--- src/rtl/i2c_access_arb.sv ---
// ---------------------------------------------------------------------------
// i2c_access_arb
//
// Shares one I2C master between two requesters (0: register configuration
// engine, 1: touch-point poller). Each requester issues a one-cycle exec
// pulse with its command fields. The command is parked in a pending slot,
// arbitrated round-robin, handed to the master as a one-cycle i2c_exec, and
// answered with a one-cycle done pulse carrying read data and a timeout flag.
//
// Ports
//   clk, rst_n                     clock, asynchronous active-low reset
//   reqN_exec/rh_wl/addr/data      requester N command (N = 0, 1)
//   reqN_done/err/rdata            requester N completion, timeout, read data
//   i2c_exec/rh_wl/addr/data       command to the shared I2C master
//   i2c_done/rdata                 master completion and read data
//   busy                           arbiter is not idle
// ---------------------------------------------------------------------------
module i2c_access_arb #(
    parameter logic [15:0] TIMEOUT_CYC = 16'd50000
) (
    input  logic        clk,
    input  logic        rst_n,
    input  logic        req0_exec,
    input  logic        req0_rh_wl,
    input  logic [15:0] req0_addr,
    input  logic [7:0]  req0_data,
    input  logic        req1_exec,
    input  logic        req1_rh_wl,
    input  logic [15:0] req1_addr,
    input  logic [7:0]  req1_data,
    output logic        req0_done,
    output logic        req1_done,
    output logic        req0_err,
    output logic        req1_err,
    output logic [7:0]  req0_rdata,
    output logic [7:0]  req1_rdata,
    output logic        i2c_exec,
    output logic        i2c_rh_wl,
    output logic [15:0] i2c_addr,
    output logic [7:0]  i2c_data,
    input  logic        i2c_done,
    input  logic [7:0]  i2c_rdata,
    output logic        busy
);

    typedef enum logic [1:0] {IDLE, ISSUE, WAIT, RESP} state_t;

    state_t      state_q, state_d;
    logic        pend0_q, pend0_d, pend1_q, pend1_d;
    logic        rh0_q, rh0_d, rh1_q, rh1_d;
    logic [15:0] addr0_q, addr0_d, addr1_q, addr1_d;
    logic [7:0]  data0_q, data0_d, data1_q, data1_d;
    logic        grant_q, grant_d;
    logic        last_q, last_d;
    logic [15:0] cnt_q, cnt_d;
    logic        exec_q, exec_d;
    logic        irh_q, irh_d;
    logic [15:0] iaddr_q, iaddr_d;
    logic [7:0]  idata_q, idata_d;
    logic [7:0]  rdata0_q, rdata0_d, rdata1_q, rdata1_d;
    logic        err0_q, err0_d, err1_q, err1_d;

    // Done is decoded straight from RESP so it can never outlive that state.
    assign req0_done  = (state_q == RESP) && !grant_q;
    assign req1_done  = (state_q == RESP) && grant_q;
    assign req0_err   = err0_q;
    assign req1_err   = err1_q;
    assign req0_rdata = rdata0_q;
    assign req1_rdata = rdata1_q;
    assign i2c_exec   = exec_q;
    assign i2c_rh_wl  = irh_q;
    assign i2c_addr   = iaddr_q;
    assign i2c_data   = idata_q;
    assign busy       = (state_q != IDLE);

    always_comb begin
        state_d  = state_q;
        pend0_d  = pend0_q;
        pend1_d  = pend1_q;
        rh0_d    = rh0_q;
        rh1_d    = rh1_q;
        addr0_d  = addr0_q;
        addr1_d  = addr1_q;
        data0_d  = data0_q;
        data1_d  = data1_q;
        grant_d  = grant_q;
        last_d   = last_q;
        cnt_d    = cnt_q;
        exec_d   = 1'b0;
        irh_d    = irh_q;
        iaddr_d  = iaddr_q;
        idata_d  = idata_q;
        rdata0_d = rdata0_q;
        rdata1_d = rdata1_q;
        err0_d   = err0_q;
        err1_d   = err1_q;

        case (state_q)
            IDLE: begin
                if (pend0_q || pend1_q) begin
                    // On a tie the requester not served last wins.
                    grant_d = (pend0_q && pend1_q) ? ~last_q : pend1_q;
                    state_d = ISSUE;
                end
            end
            ISSUE: begin
                exec_d  = 1'b1;
                irh_d   = grant_q ? rh1_q   : rh0_q;
                iaddr_d = grant_q ? addr1_q : addr0_q;
                idata_d = grant_q ? data1_q : data0_q;
                cnt_d   = 16'd0;
                state_d = WAIT;
            end
            WAIT: begin
                // Completion takes priority over a timeout in the same cycle.
                if (i2c_done) begin
                    if (grant_q) begin
                        rdata1_d = i2c_rdata;
                        err1_d   = 1'b0;
                    end else begin
                        rdata0_d = i2c_rdata;
                        err0_d   = 1'b0;
                    end
                    state_d = RESP;
                end else if (cnt_q == TIMEOUT_CYC - 16'd1) begin
                    if (grant_q) begin
                        rdata1_d = 8'h00;
                        err1_d   = 1'b1;
                    end else begin
                        rdata0_d = 8'h00;
                        err0_d   = 1'b1;
                    end
                    state_d = RESP;
                end else begin
                    cnt_d = cnt_q + 16'd1;
                end
            end
            RESP: begin
                if (grant_q) pend1_d = 1'b0;
                else         pend0_d = 1'b0;
                last_d  = grant_q;
                state_d = IDLE;
            end
            default: state_d = IDLE;
        endcase

        // A new request is taken when the slot is free, or when the slot is
        // being released this very cycle; the set overrides the clear above.
        if (req0_exec && (!pend0_q || req0_done)) begin
            pend0_d = 1'b1;
            rh0_d   = req0_rh_wl;
            addr0_d = req0_addr;
            data0_d = req0_data;
        end
        if (req1_exec && (!pend1_q || req1_done)) begin
            pend1_d = 1'b1;
            rh1_d   = req1_rh_wl;
            addr1_d = req1_addr;
            data1_d = req1_data;
        end
    end

    always_ff @(posedge clk or negedge rst_n) begin
        if (!rst_n) begin
            state_q  <= IDLE;
            pend0_q  <= 1'b0;
            pend1_q  <= 1'b0;
            rh0_q    <= 1'b0;
            rh1_q    <= 1'b0;
            addr0_q  <= 16'd0;
            addr1_q  <= 16'd0;
            data0_q  <= 8'd0;
            data1_q  <= 8'd0;
            grant_q  <= 1'b0;
            last_q   <= 1'b1;
            cnt_q    <= 16'd0;
            exec_q   <= 1'b0;
            irh_q    <= 1'b0;
            iaddr_q  <= 16'd0;
            idata_q  <= 8'd0;
            rdata0_q <= 8'd0;
            rdata1_q <= 8'd0;
            err0_q   <= 1'b0;
            err1_q   <= 1'b0;
        end else begin
            state_q  <= state_d;
            pend0_q  <= pend0_d;
            pend1_q  <= pend1_d;
            rh0_q    <= rh0_d;
            rh1_q    <= rh1_d;
            addr0_q  <= addr0_d;
            addr1_q  <= addr1_d;
            data0_q  <= data0_d;
            data1_q  <= data1_d;
            grant_q  <= grant_d;
            last_q   <= last_d;
            cnt_q    <= cnt_d;
            exec_q   <= exec_d;
            irh_q    <= irh_d;
            iaddr_q  <= iaddr_d;
            idata_q  <= idata_d;
            rdata0_q <= rdata0_d;
            rdata1_q <= rdata1_d;
            err0_q   <= err0_d;
            err1_q   <= err1_d;
        end
    end

endmodule

--- config.mk ---
export PLATFORM = sky130hd
export DESIGN_NAME = i2c_access_arb
export DESIGN_NICKNAME = d
export VERILOG_FILES = /design/src/rtl/i2c_access_arb.sv
export SDC_FILE = /design/constraint.sdc
export NUM_CORES = 1
export LEC_CHECK = 0
export ABC_CLOCK_PERIOD_IN_PS = 2080
export BUFFER_PORTS_ARGS = -buffer_cell sky130_fd_sc_hd__buf_4
export CORE_MARGIN = 2
export CORE_UTILIZATION = 35
export DETAILED_ROUTE_END_ITERATION = 8
export MAX_ROUTING_LAYER = met4
export PLACE_DENSITY_LB_ADDON = 0.1
export SYNTH_ARGS = -nofsm -noshare
export SYNTH_HDL_FRONTEND = slang
export SYNTH_SLANG_ARGS = --single-unit
--- constraint.sdc ---
create_clock -name clk -period 2.08 [get_ports clk]
set_input_delay 0.208 -clock clk [delete_from_list [all_inputs] [get_ports clk]]
set_output_delay 0.208 -clock clk [all_outputs]
set_load 0.02 [all_outputs]
==> metrics.md, run 1 <==
| Metric | Value |
|---|---|
| # fillers | `1286` |
| Synth warn | `0` |
| Layout cells sized above 1 | `0.389` |
| Core area | `13900 um^2` |
| Final #Nets | `594` |
| Critical path launch point type | `register` |
| Outcome | `complete, no violations` |
| Clk Latency, worst-skew pair | `400 ps` |
| Fin area | `6670 um^2` |
| Static leakage | `3.14 nW` |
| Via density | `5.02` |
| Average cell area after synthesis | `12.3 um^2` |
| Period utilization | `0.873` |
| Ys async rst share | `1.00` |
| Syn Nets | `475` |
| Cell count after placement | `684` |
| Die area | `15300 um^2` |
| Vias in the first global route | `3779` |
| Pwr Density | `1600 nW/um^2` |
| Top achievable clock speed | `0.551 GHz` |
| Die extent in x | `124 um` |
| Non-filler cells, final | `717` |
| Mapped Cells | `406` |
| First drt pass iteration count | `4` |
| Die H | `124 um` |
| Dpl hpwl | `8.04 mm` |
| Worst min path class | `in -> reg` |
| Global-route wire length before repair | `19.1 mm` |
| CTS Buf Count | `17` |
| Setup TNS | `0 ps` |
| Critical Path RT | `2360 ps` |
| WS Path Type | `reg -> reg` |
| Slew at the pin closest to its max-slew limit | `545 ps` |
| Number of buffers on the longest clock path | `2` |
| Setup slack, reg-to-reg | `260 ps` |
| Drt first-iter violations | `148` |
| Post-CTS Setup Bufs | `0` |
| Grt total ovfl | `0` |
| Largest net degree at the start of global routing | `59` |
| Final Max Slew Viols | `0` |
| Sink Count | `116` |
| Final setup viols | `0` |
| H-tree depth | `4` |
| Max FO, Critical Path | `8` |
| ANT nets after route | `0` |
| Clock-pin transition on the worst setup and hold timing paths | `50 ps` |
| Number of max-cap violations | `0` |
| Post-Route WL | `11.7 mm` |
| Routed wire per std cell | `16.4 um` |
| DP Area | `6090 um^2` |
| Number of I/O pins | `110` |
| GRT Total Usage | `0.171` |
| Yosys reg bits | `116` |
| CP Data Arrival Time | `2100 ps` |
| RSZ-0062 raised after global routing | `no` |
| CTS tree | `done` |
| Area Overhead vs Synth | `33.2%` |
| Clock period minus worst slack | `1820 ps` |
| Seq/Total Area, Yosys | `0.580` |
| Initial antenna violation count | `0` |
| Via Count | `3598` |
| Mapped cell area | `5010 um^2` |
| Worst slew margin | `0.636` |
| Endpoint type of the worst setup path | `register` |
| Antenna fix cells | `0` |
| Clk root buf | `clkbuf_16` |
| Clock skew | `5.89 ps` |
| Initial core utilization | `0.359` |
| Final Hold Vio Count | `0` |
| Port Buf Inserts | `109` |
| Row cnt | `43` |
| Max VDD drop | `0.00101 V` |
| DRC viols | `0` |
| Ys flop type | `dfrtp_1` |
| Synth unique cells | `46` |
| RD Place Congestion | `0.780` |
| Post-synth EDFFs | `0` |
[power breakdown]
group | internal, mW | switching [mW]
Combinational | 1.97 | 2.11
Sequential | 3.27 | 0.555
Clock | 1.81 | 0.949
Total | 7.05 | 3.62
[metrics by stage]
stage / power, mW / utilization / hold slack [ps] / setup slack (ps)
2_1_floorplan: 6.39 / - / -87.6 / 348
3_3_place_gp: 7.88 / 0.437 / 240 / 276
3_5_place_dp: 7.98 / 0.437 / 235 / 139
4_1_cts: 10.8 / 0.478 / 5.66 / 131
5_1_grt: 11.4 / 0.479 / 16.1 / 120
6_report: 10.7 / 0.479 / 30.8 / 264
[layer usage]
metal | global-route usage | share of wire | routed length [um]
met1 | 0.211 | 0.45 | 5260
met5 | - | 0 | 0
met2 | 0.265 | 0.48 | 5650
met4 | 0.0639 | 0.012 | 139
met3 | 0.0536 | 0.058 | 684
[repair_timing]
action,4_1_cts,5_1_grt
hold buffers,2,0
endpoints found under the setup margin,0,8
gates resized for setup,0,1
endpoints found under the hold margin,39,0
[cell usage after synthesis, types with 2 or more instances]
cell type,count,area [um^2]
o22ai_1,2,12.5
and3_1,6,37.5
o21ai_0,9,45.0
a41oi_1,4,35.0
nand4_1,5,31.3
inv_1,10,37.5
o211ai_1,5,37.5
nor2_1,31,116
ha_1,6,75.1
nand2b_1,3,18.8
mux2i_1,27,270
a21o_1,2,15.0
clkbuf_1,10,37.5
a22o_1,16,140
dfrtp_1,115,2880
a21oi_1,29,145
nand2_1,19,71.3
nand3_1,5,25.0
a31oi_1,8,50.1
and4b_1,2,20.0
buf_2,15,75.1
and4_1,3,26.3
or4_1,2,15.0
mux2_2,50,563
[worst paths after layout]
check / start / endpoint / depth (start not counted)
worst max-delay path: cnt_q[13] / req0_rdata[0] / 4
worst min-delay path: req1_exec / pend1_q / 2
worst max register to register: cnt_q[13] / req0_rdata[0] / 4
worst min register to register: rh0_q / rh0_q / 1
max in group asynchronous: rst_n / data0_q[4] / 3
min in group asynchronous: rst_n / cnt_q[7] / 2
[logic make-up after synthesis]
| group | after synthesis | synth area share |
|---|---|---|
| buffers and inverters | 37 | 0.0322 |
| AO/OA/AOI/OAI | 83 | 0.113 |
| flip-flops | 116 | 0.580 |
| adder cells (fa/ha/maj) | 6 | 0.0150 |
| AND/OR/NAND/NOR | 86 | 0.0912 |
| multiplexers | 78 | 0.169 |
[state kept, by name (all words and copies together) (netlist names), 2 cells and up]
| name | count |
|---|---|
| data0_q | 8 |
| i2c_addr | 16 |
| req0_rdata | 8 |
| cnt_q | 16 |
| addr0_q | 16 |
| state_q | 2 |
| addr1_q | 16 |
| data1_q | 8 |
| i2c_data | 8 |
| req1_rdata | 8 |
[worst max-delay path, stage by stage (launching register included)]
cell	delay (ps)
dfrtp_1	440
nor4_2	390
and4_1	450
o21ai_2	190
a22o_1	220
[area by class of cell]
cell class	instances	area, um^2	area share
clock buffer	26	479	0.0719
multi-input combinational	253	1950	0.292
tap	180	225	0.0338
inverter	10	37.5	0.00563
timing repair buffer	127	996	0.149
clock inverter	5	75.1	0.0113
sequential	116	2910	0.436
[layout by cell type (no fill, tap or decap), types with 6 or more instances in the layout]
cell / netlist / routed
nand2_1: 19 / 19
buf_4: 1 / 122
o21ai_0: 9 / 9
a21oi_1: 29 / 29
clkbuf_1: 10 / 7
mux2i_1: 27 / 27
and3_1: 6 / 6
dfrtp_1: 115 / 114
clkbuf_16: 0 / 17
inv_1: 10 / 10
a31oi_1: 8 / 8
a22o_1: 16 / 16
nor2_1: 31 / 31
mux2_2: 50 / 50
No activity file was read; power rests on OpenSTA's default activity.
==> run 2, diff against run 1 <==
--- a/config.mk
+++ b/config.mk
@@ -9,6 +9,7 @@
 export BUFFER_PORTS_ARGS = -buffer_cell sky130_fd_sc_hd__buf_4
 export CORE_MARGIN = 2
 export CORE_UTILIZATION = 35
+export CTS_BUF_LIST = sky130_fd_sc_hd__clkbuf_16
 export DETAILED_ROUTE_END_ITERATION = 8
 export MAX_ROUTING_LAYER = met4
 export PLACE_DENSITY_LB_ADDON = 0.1
==> metrics.md, run 2 (synthesized netlist as in run 1, its figures left out) <==
| Metric | Value |
|---|---|
| Clock skew | `5.23 ps (-0.667 ps)` |
| Comb pwr share | `0.386 (+0.003)` |
| Global-route wire length before repair | `19.0 mm (-0.51%)` |
| Setup slack, reg-to-reg | `270 ps (about the same)` |
| Number of I/O pins | `110 (unchanged)` |
| Fin area | `6650 um^2 (-0.30%)` |
| First drt pass iteration count | `4 (unchanged)` |
| Area Overhead vs Synth | `32.8%` |
| Slew at the pin closest to its max-slew limit | `548 ps (+3.01 ps)` |
| Worst slew margin | `0.634 (-0.00201)` |
| Clock power frac | `0.251 (-0.008)` |
| Grt total ovfl | `0 (unchanged)` |
| Worst min path class | `in -> reg` |
| Number of buffers on the longest clock path | `2 (unchanged)` |
| Post-Route WL | `11.7 mm (-0.16%)` |
| Via density | `5.01 (-0.11%)` |
| Clk root buf | `clkbuf_16` |
| Antenna fix cells | `0 (unchanged)` |
| Commonest non-fill, non-tap cell in the layout | `buf_4` |
| Max VDD drop | `0.00101 V (-0.68%)` |
| H-tree depth | `4 (unchanged)` |
| Static leakage | `3.16 nW (+0.57%)` |
| Clock-pin transition on the worst setup and hold timing paths | `50 ps (about the same)` |
| CTS tree | `done` |
| Flop pwr share | `0.363 (+0.004)` |
| Final #Nets | `594 (unchanged)` |
| Sink Count | `116 (unchanged)` |
| Largest net degree at the start of global routing | `59 (unchanged)` |
| Drt first-iter violations | `141 (-4.7%)` |
| Net Switching | `3.61 mW (-0.19%)` |
| Port Buf Inserts | `109 (unchanged)` |
| Pwr Density | `1590 nW/um^2 (-0.79%)` |
| RSZ-0062 raised after global routing | `no` |
| Number of max-cap violations | `0 (unchanged)` |
| Core area | `13900 um^2 (unchanged)` |
| Row cnt | `43 (unchanged)` |
| Die H | `124 um (unchanged)` |
| Int Pwr | `6.94 mW (-1.6%)` |
| Period utilization | `0.870 (-0.00342)` |
| Total power | `10.5 mW (-1.1%)` |
| Cells on worst reg2reg path | `4 (unchanged)` |
| Final setup viols | `0 (unchanged)` |
| DP Area | `6090 um^2 (unchanged)` |
| Final Max Slew Viols | `0 (unchanged)` |
| RD Place Congestion | `0.780 (unchanged)` |
| Routed wire per std cell | `16.3 um (-0.16%)` |
| CTS Buf Count | `17 (unchanged)` |
| GRT Total Usage | `0.170 (-0.000912)` |
| Cell count after placement | `684 (unchanged)` |
| WS Path Type | `reg -> reg` |
| Die extent in x | `124 um (unchanged)` |
| Layout cells sized above 1 | `0.385 (-0.00372)` |
| Initial core utilization | `0.359 (unchanged)` |
| ANT nets after route | `0 (unchanged)` |
| Reg2reg end | `req0_rdata[0]` |
| Worst setup endpoint | `req0_rdata[0]` |
| Max FO, Critical Path | `8 (unchanged)` |
| CP startpoint | `cnt_q[13]` |
| Initial antenna violation count | `0 (unchanged)` |
| Critical path launch point type | `register` |
| # fillers | `1287 (+0.078%)` |
| Dpl hpwl | `8.04 mm (unchanged)` |
| Non-filler cells, final | `717 (unchanged)` |
| Sw Share | `0.342 (+0.00309)` |
| Endpoint type of the worst setup path | `register` |
| Clk Latency, worst-skew pair | `400 ps (about the same)` |
| Critical Path RT | `2360 ps (about the same)` |
| Outcome | `complete, no violations` |
| Vias in the first global route | `3773 (-0.16%)` |
| Top achievable clock speed | `0.553 GHz (+0.39%)` |
| Die area | `15300 um^2 (unchanged)` |
| Via Count | `3594 (-0.11%)` |
| Final Hold Vio Count | `0 (unchanged)` |
| Worst r2r src | `cnt_q[13]` |
| DRC viols | `0 (unchanged)` |
| Clock period minus worst slack | `1810 ps (-7.11 ps)` |
| Most frequent cells in the layout | `buf_4, dfrtp_1, mux2_2, nor2_1, a21oi_1` |
| CP Data Arrival Time | `2090 ps (about the same)` |
| Setup TNS | `0 ps (unchanged)` |
run 2: changes by cell type in the layout (fill, tap and decap cells not counted):
cell	delta
clkinv_1	+2
inv_1	+7
clkbuf_1	-7
clkbuf_8	-2
run 2: worst min-delay path by stage:
stage / from / end / slack (ps) / cells after the start
after floorplan: rst_n / addr0_q[0] / -90 / 0
after global placement: rst_n / cnt_q[7] / 240 / 1
after detailed placement: rst_n / cnt_q[7] / 230 / 1
after CTS: req1_exec / pend1_q / 6 / 2
after global routing: req1_data[5] / data1_q[5] / 20 / 2
final: req1_exec / pend1_q / 30 / 2
run 2: power groups by stage:
stage | clock network (mW) | logic (mW) | registers, mW
6_report | 2.65 | 4.08 | 3.82
5_1_grt | 2.84 | 4.49 | 3.94
4_1_cts | 2.73 | 4.14 | 3.83
3_5_place_dp | 0 | 4.13 | 3.85
3_3_place_gp | 0 | 4.06 | 3.82
2_1_floorplan | 0 | 2.19 | 4.21
run 2: repair_timing:
| item | in CTS | in global routing |
|---|---|---|
| endpoints found under the hold margin | 39 | 0 |
| gates resized for setup | 0 | 1 |
| hold buffers | 2 | 0 |
| buffers inserted | 0 | 0 |
| endpoints found under the setup margin | 0 | 8 |
run 2: per-layer routing:
| layer | track usage | vias to the layer above | wire length, um |
|---|---|---|---|
| met5 | - | - | 0 |
| met2 | 0.265 | 97 | 5630 |
| met3 | 0.0536 | 10 | 641 |
| met4 | 0.0639 | 0 | 139 |
| met1 | 0.209 | 1769 | 5300 |
| li1 | - | 1718 | - |
run 2: final cells by class:
class	instances	area, um^2	share of cell area
Sequential cell	116	2910	0.437
Multi-Input combinational cell	253	1950	0.293
Timing Repair Buffer	127	996	0.150
Clock buffer	17	425	0.0640
Tap cell	180	225	0.0339
Clock inverter	14	109	0.0164
Inverter	10	37.5	0.00565
run 2: critical path, cell delays in order, from the launching register on:
cell and delay, ps:
dfrtp_1 440, nor4_2 390, and4_1 450, o21ai_2 190, a22o_1 220
run 2: through the flow:
stage / hold WS [ps] / utilization / worst slack [ps]
2_1_floorplan: -87.6 / - / 348
3_3_place_gp: 240 / 0.437 / 276
3_5_place_dp: 235 / 0.437 / 139
4_1_cts: 5.66 / 0.477 / 131
5_1_grt: 16.1 / 0.477 / 120
6_report: 30.8 / 0.477 / 271
